==> src/rtl/chol_pkg.sv <==
// Shared constants, triangular indexing and FSM state for the Cholesky factoriser/reconstructor pair.
// Latency: n/a (declarations only).
// Backpressure: n/a.
package chol_pkg;
    localparam int N         = 5;
    localparam int W         = 32;
    localparam int FRAC_BITS = 16;
    localparam int NUM_ELEMS = 15;
    localparam int ACC_W     = 2 * W;

    typedef enum logic [1:0] {IDLE, MAC, DONE} state_t;

    // Packed lower-triangle position of (i,j), 0-based, i >= j.
    function automatic logic [3:0] tri_idx(input int unsigned i, input int unsigned j);
        return 4'((i * (i + 1)) / 2 + j);
    endfunction
endpackage

==> src/rtl/chol_mac.sv <==
// Signed WxW multiply into a 64-bit accumulator; emits the Q-shifted, W-bit element on the closing term.
// Latency: result is combinational on the last term; accumulator restarts on the following edge.
// Backpressure: none, all state freezes while clk_en_i is low. Saturation with CHOL_RECON_SAT_EN.
module chol_mac
    import chol_pkg::*;
(
    input  logic         clk_i,
    input  logic         rst_n_i,
    input  logic         clk_en_i,
    input  logic         en_i,
    input  logic         clr_i,
    input  logic         last_i,
    input  logic [W-1:0] a_i,
    input  logic [W-1:0] b_i,
    output logic [W-1:0] res_o,
    output logic         ovf_o
);
    logic signed [ACC_W-1:0] acc_q, acc_d, prod, sum;

    always_comb begin
        prod  = $signed({{W{a_i[W-1]}}, a_i} * {{W{b_i[W-1]}}, b_i});
        sum   = acc_q + prod;
        acc_d = acc_q;
        if (clr_i)
            acc_d = '0;
        else if (en_i)
            acc_d = last_i ? '0 : sum;
    end

    always_ff @(posedge clk_i or negedge rst_n_i) begin
        if (!rst_n_i)
            acc_q <= '0;
        else if (clk_en_i)
            acc_q <= acc_d;
    end

`ifdef CHOL_RECON_SAT_EN
    logic signed [ACC_W-1:0] shifted;

    // In range only when every bit from W-1 upward equals the sign.
    always_comb begin
        shifted = sum >>> FRAC_BITS;
        ovf_o   = !((&shifted[ACC_W-1:W-1]) || !(|shifted[ACC_W-1:W-1]));
        res_o   = shifted[W-1:0];
        if (ovf_o)
            res_o = shifted[ACC_W-1] ? {1'b1, {(W-1){1'b0}}} : {1'b0, {(W-1){1'b1}}};
    end
`else
    always_comb begin
        res_o = W'(sum >>> FRAC_BITS);
        ovf_o = 1'b0;
    end
`endif
endmodule

==> src/rtl/cholesky_recon.sv <==
// Rebuilds A = L*L^T (lower triangle, Q16.16) from a packed 5x5 factor; saturating build via CHOL_RECON_SAT_EN.
// Latency: 36 enabled cycles from accept to A_valid; one matrix per 37 enabled cycles back to back.
// Backpressure: L_ready only in IDLE; clk_en low freezes everything, including a pending A_valid.
module cholesky_recon
    import chol_pkg::*;
(
    input  logic                   clk,
    input  logic                   rst,
    input  logic                   clk_en,
    input  logic [NUM_ELEMS*W-1:0] L,
    input  logic                   L_valid,
    output logic                   L_ready,
    output logic [NUM_ELEMS*W-1:0] A,
    output logic                   A_valid,
    output logic                   ovf
);
    localparam logic [2:0] IMAX = 3'(N - 1);

    state_t      state_q, state_d;
    logic [2:0]  i_q, i_d, j_q, j_d, k_q, k_d;
    logic        ovf_q, ovf_d, a_valid_q, a_valid_d;
    logic [W-1:0] l_q      [NUM_ELEMS];
    logic [W-1:0] shadow_q [NUM_ELEMS];
    logic [W-1:0] a_q      [NUM_ELEMS];

    logic         accept, mac_en, elem_last, last_term, elem_ovf;
    logic [W-1:0] op_a, op_b, mac_res;

    assign elem_last = (k_q == j_q);
    assign last_term = (i_q == IMAX) && (j_q == IMAX) && (k_q == IMAX);

    always_ff @(posedge clk or negedge rst) begin
        if (!rst)
            state_q <= IDLE;
        else if (clk_en)
            state_q <= state_d;
    end

    always_comb begin
        state_d = state_q;
        case (state_q)
            IDLE:    if (L_valid) state_d = MAC;
            MAC:     if (last_term) state_d = DONE;
            DONE:    state_d = IDLE;
            default: state_d = IDLE;
        endcase
    end

    always_comb begin
        L_ready = (state_q == IDLE);
        accept  = (state_q == IDLE) && L_valid;
        mac_en  = (state_q == MAC);
    end

    // Term k of element (i,j) multiplies L_ik by L_jk.
    always_comb begin
        op_a = l_q[tri_idx(32'(i_q), 32'(k_q))];
        op_b = l_q[tri_idx(32'(j_q), 32'(k_q))];
    end

    chol_mac u_mac (
        .clk_i    (clk),
        .rst_n_i  (rst),
        .clk_en_i (clk_en),
        .en_i     (mac_en),
        .clr_i    (accept),
        .last_i   (elem_last),
        .a_i      (op_a),
        .b_i      (op_b),
        .res_o    (mac_res),
        .ovf_o    (elem_ovf)
    );

    always_comb begin
        i_d       = i_q;
        j_d       = j_q;
        k_d       = k_q;
        ovf_d     = ovf_q;
        a_valid_d = (state_q == DONE);
        if (accept) begin
            i_d   = '0;
            j_d   = '0;
            k_d   = '0;
            ovf_d = 1'b0;
        end else if (mac_en) begin
            if (elem_last) begin
                k_d   = '0;
                ovf_d = ovf_q | elem_ovf;
                if (last_term) begin
                    i_d = '0;
                    j_d = '0;
                end else if (j_q == i_q) begin
                    j_d = '0;
                    i_d = i_q + 3'd1;
                end else begin
                    j_d = j_q + 3'd1;
                end
            end else begin
                k_d = k_q + 3'd1;
            end
        end
    end

    always_ff @(posedge clk or negedge rst) begin
        if (!rst) begin
            i_q       <= '0;
            j_q       <= '0;
            k_q       <= '0;
            ovf_q     <= 1'b0;
            a_valid_q <= 1'b0;
            for (int e = 0; e < NUM_ELEMS; e++) begin
                l_q[e]      <= '0;
                shadow_q[e] <= '0;
                a_q[e]      <= '0;
            end
        end else if (clk_en) begin
            i_q       <= i_d;
            j_q       <= j_d;
            k_q       <= k_d;
            ovf_q     <= ovf_d;
            a_valid_q <= a_valid_d;
            if (accept)
                for (int e = 0; e < NUM_ELEMS; e++)
                    l_q[e] <= L[e*W +: W];
            if (mac_en && elem_last)
                shadow_q[tri_idx(32'(i_q), 32'(j_q))] <= mac_res;
            if (state_q == DONE)
                a_q <= shadow_q;
        end
    end

    always_comb begin
        for (int e = 0; e < NUM_ELEMS; e++)
            A[e*W +: W] = a_q[e];
    end

    assign A_valid = a_valid_q;
    assign ovf     = ovf_q;
endmodule

==> config.mk <==
export PLATFORM = sky130hd
export DESIGN_NAME = cholesky_recon
export DESIGN_NICKNAME = d
export VERILOG_FILES = /design/src/rtl/chol_pkg.sv /design/src/rtl/chol_mac.sv /design/src/rtl/cholesky_recon.sv
export SDC_FILE = /design/constraint.sdc
export NUM_CORES = 2
export LEC_CHECK = 0
export ABC_CLOCK_PERIOD_IN_PS = 28600
export BUFFER_PORTS_ARGS = -buffer_cell sky130_fd_sc_hd__buf_4
export CORE_ASPECT_RATIO = 1.75
export CORE_UTILIZATION = 65
export DETAILED_ROUTE_END_ITERATION = 10
export GPL_TIMING_DRIVEN = 0
export PLACE_DENSITY = 0.91
export SYNTH_ARGS = -nofsm -noshare
export SYNTH_HDL_FRONTEND = slang
export SYNTH_SLANG_ARGS = --single-unit
==> constraint.sdc <==
create_clock -name clk -period 28.6 [get_ports clk]
set_clock_uncertainty 0.2 [all_clocks]
set_input_delay 0 -clock clk [delete_from_list [all_inputs] [get_ports clk]]
set_output_delay 0 -clock clk [all_outputs]
set_load 0.05 [all_outputs]
==> flow_summary.toml, run 1 <==
[outcome]
firstError = "[ERROR GRT-0116] Global routing finished with congestion. Check the congestion regions in the DRC Viewer."
lastStage = "global routing (5_1_grt)"
status = "did not finish"

[clock_network]
clock_path_buffers = 3
cts_made_buffers = 132
cts_root_buf = "clkbuf_16"
cts_resized = 0
cts.htree.levels = 4
cts_hold_buf = 967
post-cts-setup-buffers = 0
cts_sinks = 1500

[floorplan]
initial_utilization_pct = 65.6
rows = 184
die_w_um = 290
io_pins = 967
fp.dieH_um = 506

[synth]
yosysSeqAreaShare_pct = 39.8
yosys-top-cells-area = "dfrtp_1, fa_1, nand2_1"
yosysUniqueCellTypes = 71
synth_top_area_share_pct = 39.8
async_flop_share_pct = 100
syn_area_um2 = 94200
synth_seq_cells = 1500
syn_nets = 10500
synth-edff-count = 0
synth_top_area_cell = "dfrtp_1"
synth_cells = 8907
synthFlopType = "dfrtp_1"
yosys_warnings = 0
synth.avg_cell_area_um2 = 10.6

[placement]
dp.final_hpwl_um = 308000
routabilityCongestion = 1.13
portBuffers = 965

[global_route]
grt_pass1_vias = 107000
grt_pass1_wl_um = 833000
grt_usage_pct = 79.8
grt_max_degree = 200
gr-total-overflow = 460
-- Yosys cell counts, drive strengths merged (38+ instances only) --
cell type and number:
a21o 49, a21oi 50, and2 367, buf 79, clkbuf 482, dfrtp 1500
fa 913, ha 209, inv 989, mux2 536, mux2i 71, mux4 234
nand2 2514, nand3 67, nor2 51, o21ai 506, o22ai 38, xnor2 64
xor2 40
-- routing by layer --
layer,track usage [%],GRT overflow
met5,23.2,0
met4,83.8,203
met3,65.6,15
met2,95.5,237
met1,78.4,5
-- cells by family after synthesis --
group | count (synthesis) | share of synthesized area, %
fa+ha+maj | 1122 | 22.2
other cells | 1 | 0.00398
flops | 1500 | 39.8
xor+xnor | 108 | 1.12
compound gates | 717 | 4.29
simple gates | 3066 | 13.5
mux | 841 | 12.8
buf+inv | 1552 | 6.35
-- metrics by stage --
stage	util [%]	area, um^2	hold slack, ps	setup slack, ps	cells
2_1_floorplan	-	94200	-496	15430	8907
3_3_place_gp	72.2	104000	-8.30	9660	11700
3_5_place_dp	72.4	104000	-152	10770	11700
4_1_cts	82.5	118000	82.7	10590	13000
==> run 2: changes to the inputs <==
CORE_ASPECT_RATIO = not set   (was 1.75)
CORE_UTILIZATION = 40   (was 65)
PLACE_DENSITY = not set   (was 0.91)
PLACE_DENSITY_LB_ADDON = 0.15   (was not set)
==> flow_summary.toml, run 2 <==
[outcome]
status = "finished, violations left"
violations = "max-capacitance violations, max-slew violations"

[worst_hold_path]
hold_depth = 6
hp-start = "L_valid"
hp-class = "in2reg"
min_to = "k_q[0]"

[synth]
yosysMostFrequentCell = "nand2_1"
synth.avg_cell_area_um2 = 10.6
synth_top_area_cell = "dfrtp_1"
synthFlopType = "dfrtp_1"
yosys-top-cells-area = "dfrtp_1, fa_1, nand2_1"
yosysUniqueCellTypes = 71
synth_top_area_share_pct = 39.8
synth_commonest_cells = "nand2_1, dfrtp_1, inv_1"
async_flop_share_pct = 100
synth_seq_cells = 1500
yosysSeqAreaShare_pct = 39.8
yosys_warnings = 0
syn_area_um2 = 94200
synth_cells = 8907
syn_nets = 10500
synth-edff-count = 0

[sta]
rsz0062_at_grt = "false"
setup_tns_ps = 0
drv_slew = 4
period_needed_ps = 18090
fmax_mhz = 55.3
fin_crit_sh_pct = 63.2
tightest_slew_ps = 1520
fin_hold_ws_ps = 125
maxSlewHeadroom_pct = -1.28
hold_viol_final = 0
final-setup-viol-count = 0

[routing]
wire_per_inst_um = 28.5
routed_wl_um = 407000
vias = 77600
drtPass1Iterations = 6
ant_nets = 0
drc = 0
wl_met2_um = 183000
vias_per_cell = 5.43
dr.max_layer_used = "met5"
wl_met1_um = 166000
drt_iter0_markers = 7719
wl_met3_um = 35400

[global_route]
gr-total-overflow = 0
grt_pass1_wl_um = 579000
grt_pass1_vias = 79900
grt_max_degree = 180
antenna_found_initial = 27
grt_usage_pct = 34.3

[setup_path]
crit_arrival_ps = 18560
r2r_setup_slack_ps = 10510
endpoint_kind = "register"
worstPathRequired_ps = 29070
r2r-start = "i_q[1]"
crit_type = "reg2reg"
worst_path_max_delay_cell = "xnor2_1"
cp-start-kind = "register"
cpMostUsedCell = "fa_1"
rr_worst_depth = 45
slowest_delay_ps = 1080
path_max_fanout = 10
r2r-end = "shadow_q[349]"

[clock_network]
tritoncts = "done"
cts_made_buffers = 165
post-cts-setup-buffers = 0
cts_root_buf = "clkbuf_16"
clock_path_buffers = 3
cts_sinks = 1500
cts.htree.levels = 4
clock_latency_ps = 870
clkTransAtPathRegs_ps = 60

[final_layout]
nNetsFinal = 12600
syn_to_final_growth_pct = 28.6
final_cells = 14300
drive_gt1_share_pct = 18.9
final_cell_mix = "nand2_1, dfrtp_1, inv_1"
final_common_cell = "nand2_1"

[placement]
dp.cells = 13000
dp.final_hpwl_um = 313000
portBuffers = 965
routabilityCongestion = 1.04

[floorplan]
rows = 177
dieArea_um2 = 237000
fp.dieH_um = 487
coreArea_um2 = 233000
die_w_um = 487
io_pins = 967
initial_utilization_pct = 40.4

[run]
maxCapViolCount = 1
run 2: cell families (layout without fill, tap and decap cells):
family	Yosys count	after routing	synth area share [%]
flops	1500	1500	39.8
buf+inv	1552	3799	6.35
xor+xnor	108	108	1.12
fa+ha+maj	1122	1122	22.2
other cells	1	11	0.00398
simple gates	3066	3066	13.5
mux	841	841	12.8
compound gates	717	717	4.29
run 2: worst max path at each step:
stage / startpoint / endpoint / slack [ps] / depth (start not counted)
2_1_floorplan: j_q[1] / shadow_q[127] / 15430 / 46
3_3_place_gp: rst / l_q[454] / 8420 / 1
3_5_place_dp: i_q[1] / shadow_q[248] / 10850 / 45
4_1_cts: i_q[1] / shadow_q[216] / 10790 / 45
5_1_grt: i_q[1] / shadow_q[440] / 10210 / 45
6_report: i_q[1] / shadow_q[349] / 10510 / 45
run 2: layer usage:
layer	global-route usage, %	vias to the layer above
met2	53.2	4258
met4	16.4	4
met1	46.3	40200
met5	0	-
li1	-	32300
met3	6.63	877
run 2: final cells by class:
| type | instances | area, um^2 |
|---|---|---|
| Fill cell | 20700 | 112000 |
| Multi-Input combinational cell | 5855 | 50700 |
| Sequential cell | 1500 | 37500 |
| Timing Repair Buffer | 1950 | 17300 |
| Clock buffer | 244 | 4840 |
| Tap cell | 3132 | 3920 |
| Inverter | 991 | 3720 |
| Buffer | 561 | 2270 |
| Clock inverter | 53 | 857 |
| Antenna cell | 10 | 25.0 |
run 2: through the flow:
step                      area [um^2]  worst slack, ps  utilization, %
after floorplan                 94200            15430               -
after global placement         105000             8420            45.1
after detailed placement       106000            10850            45.3
after CTS                      121000            10790            51.9
after global routing           121000            10210            51.9
final                          121000            10510            51.9
run 2: critical path: cells and delay by family, from the launching register on:
family,cells,cell delay (ps)
multiplexers,2,730
AND/OR/NAND/NOR,3,620
adder cells (fa/ha/maj),15,6540
buffers and inverters,14,4870
XOR/XNOR,2,1820
AO/OA/AOI/OAI,9,2550
flip-flops,1,510
run 2: what timing repair did:
action	4_1_cts	5_1_grt
endpoints found under the hold margin	1099	0
gates resized for setup	0	0
hold buffers	967	0
Power of run 2 is left out: the tool's default activity adds up to more than one toggle a clock period on the data nets, which glitch-free logic cannot reach.
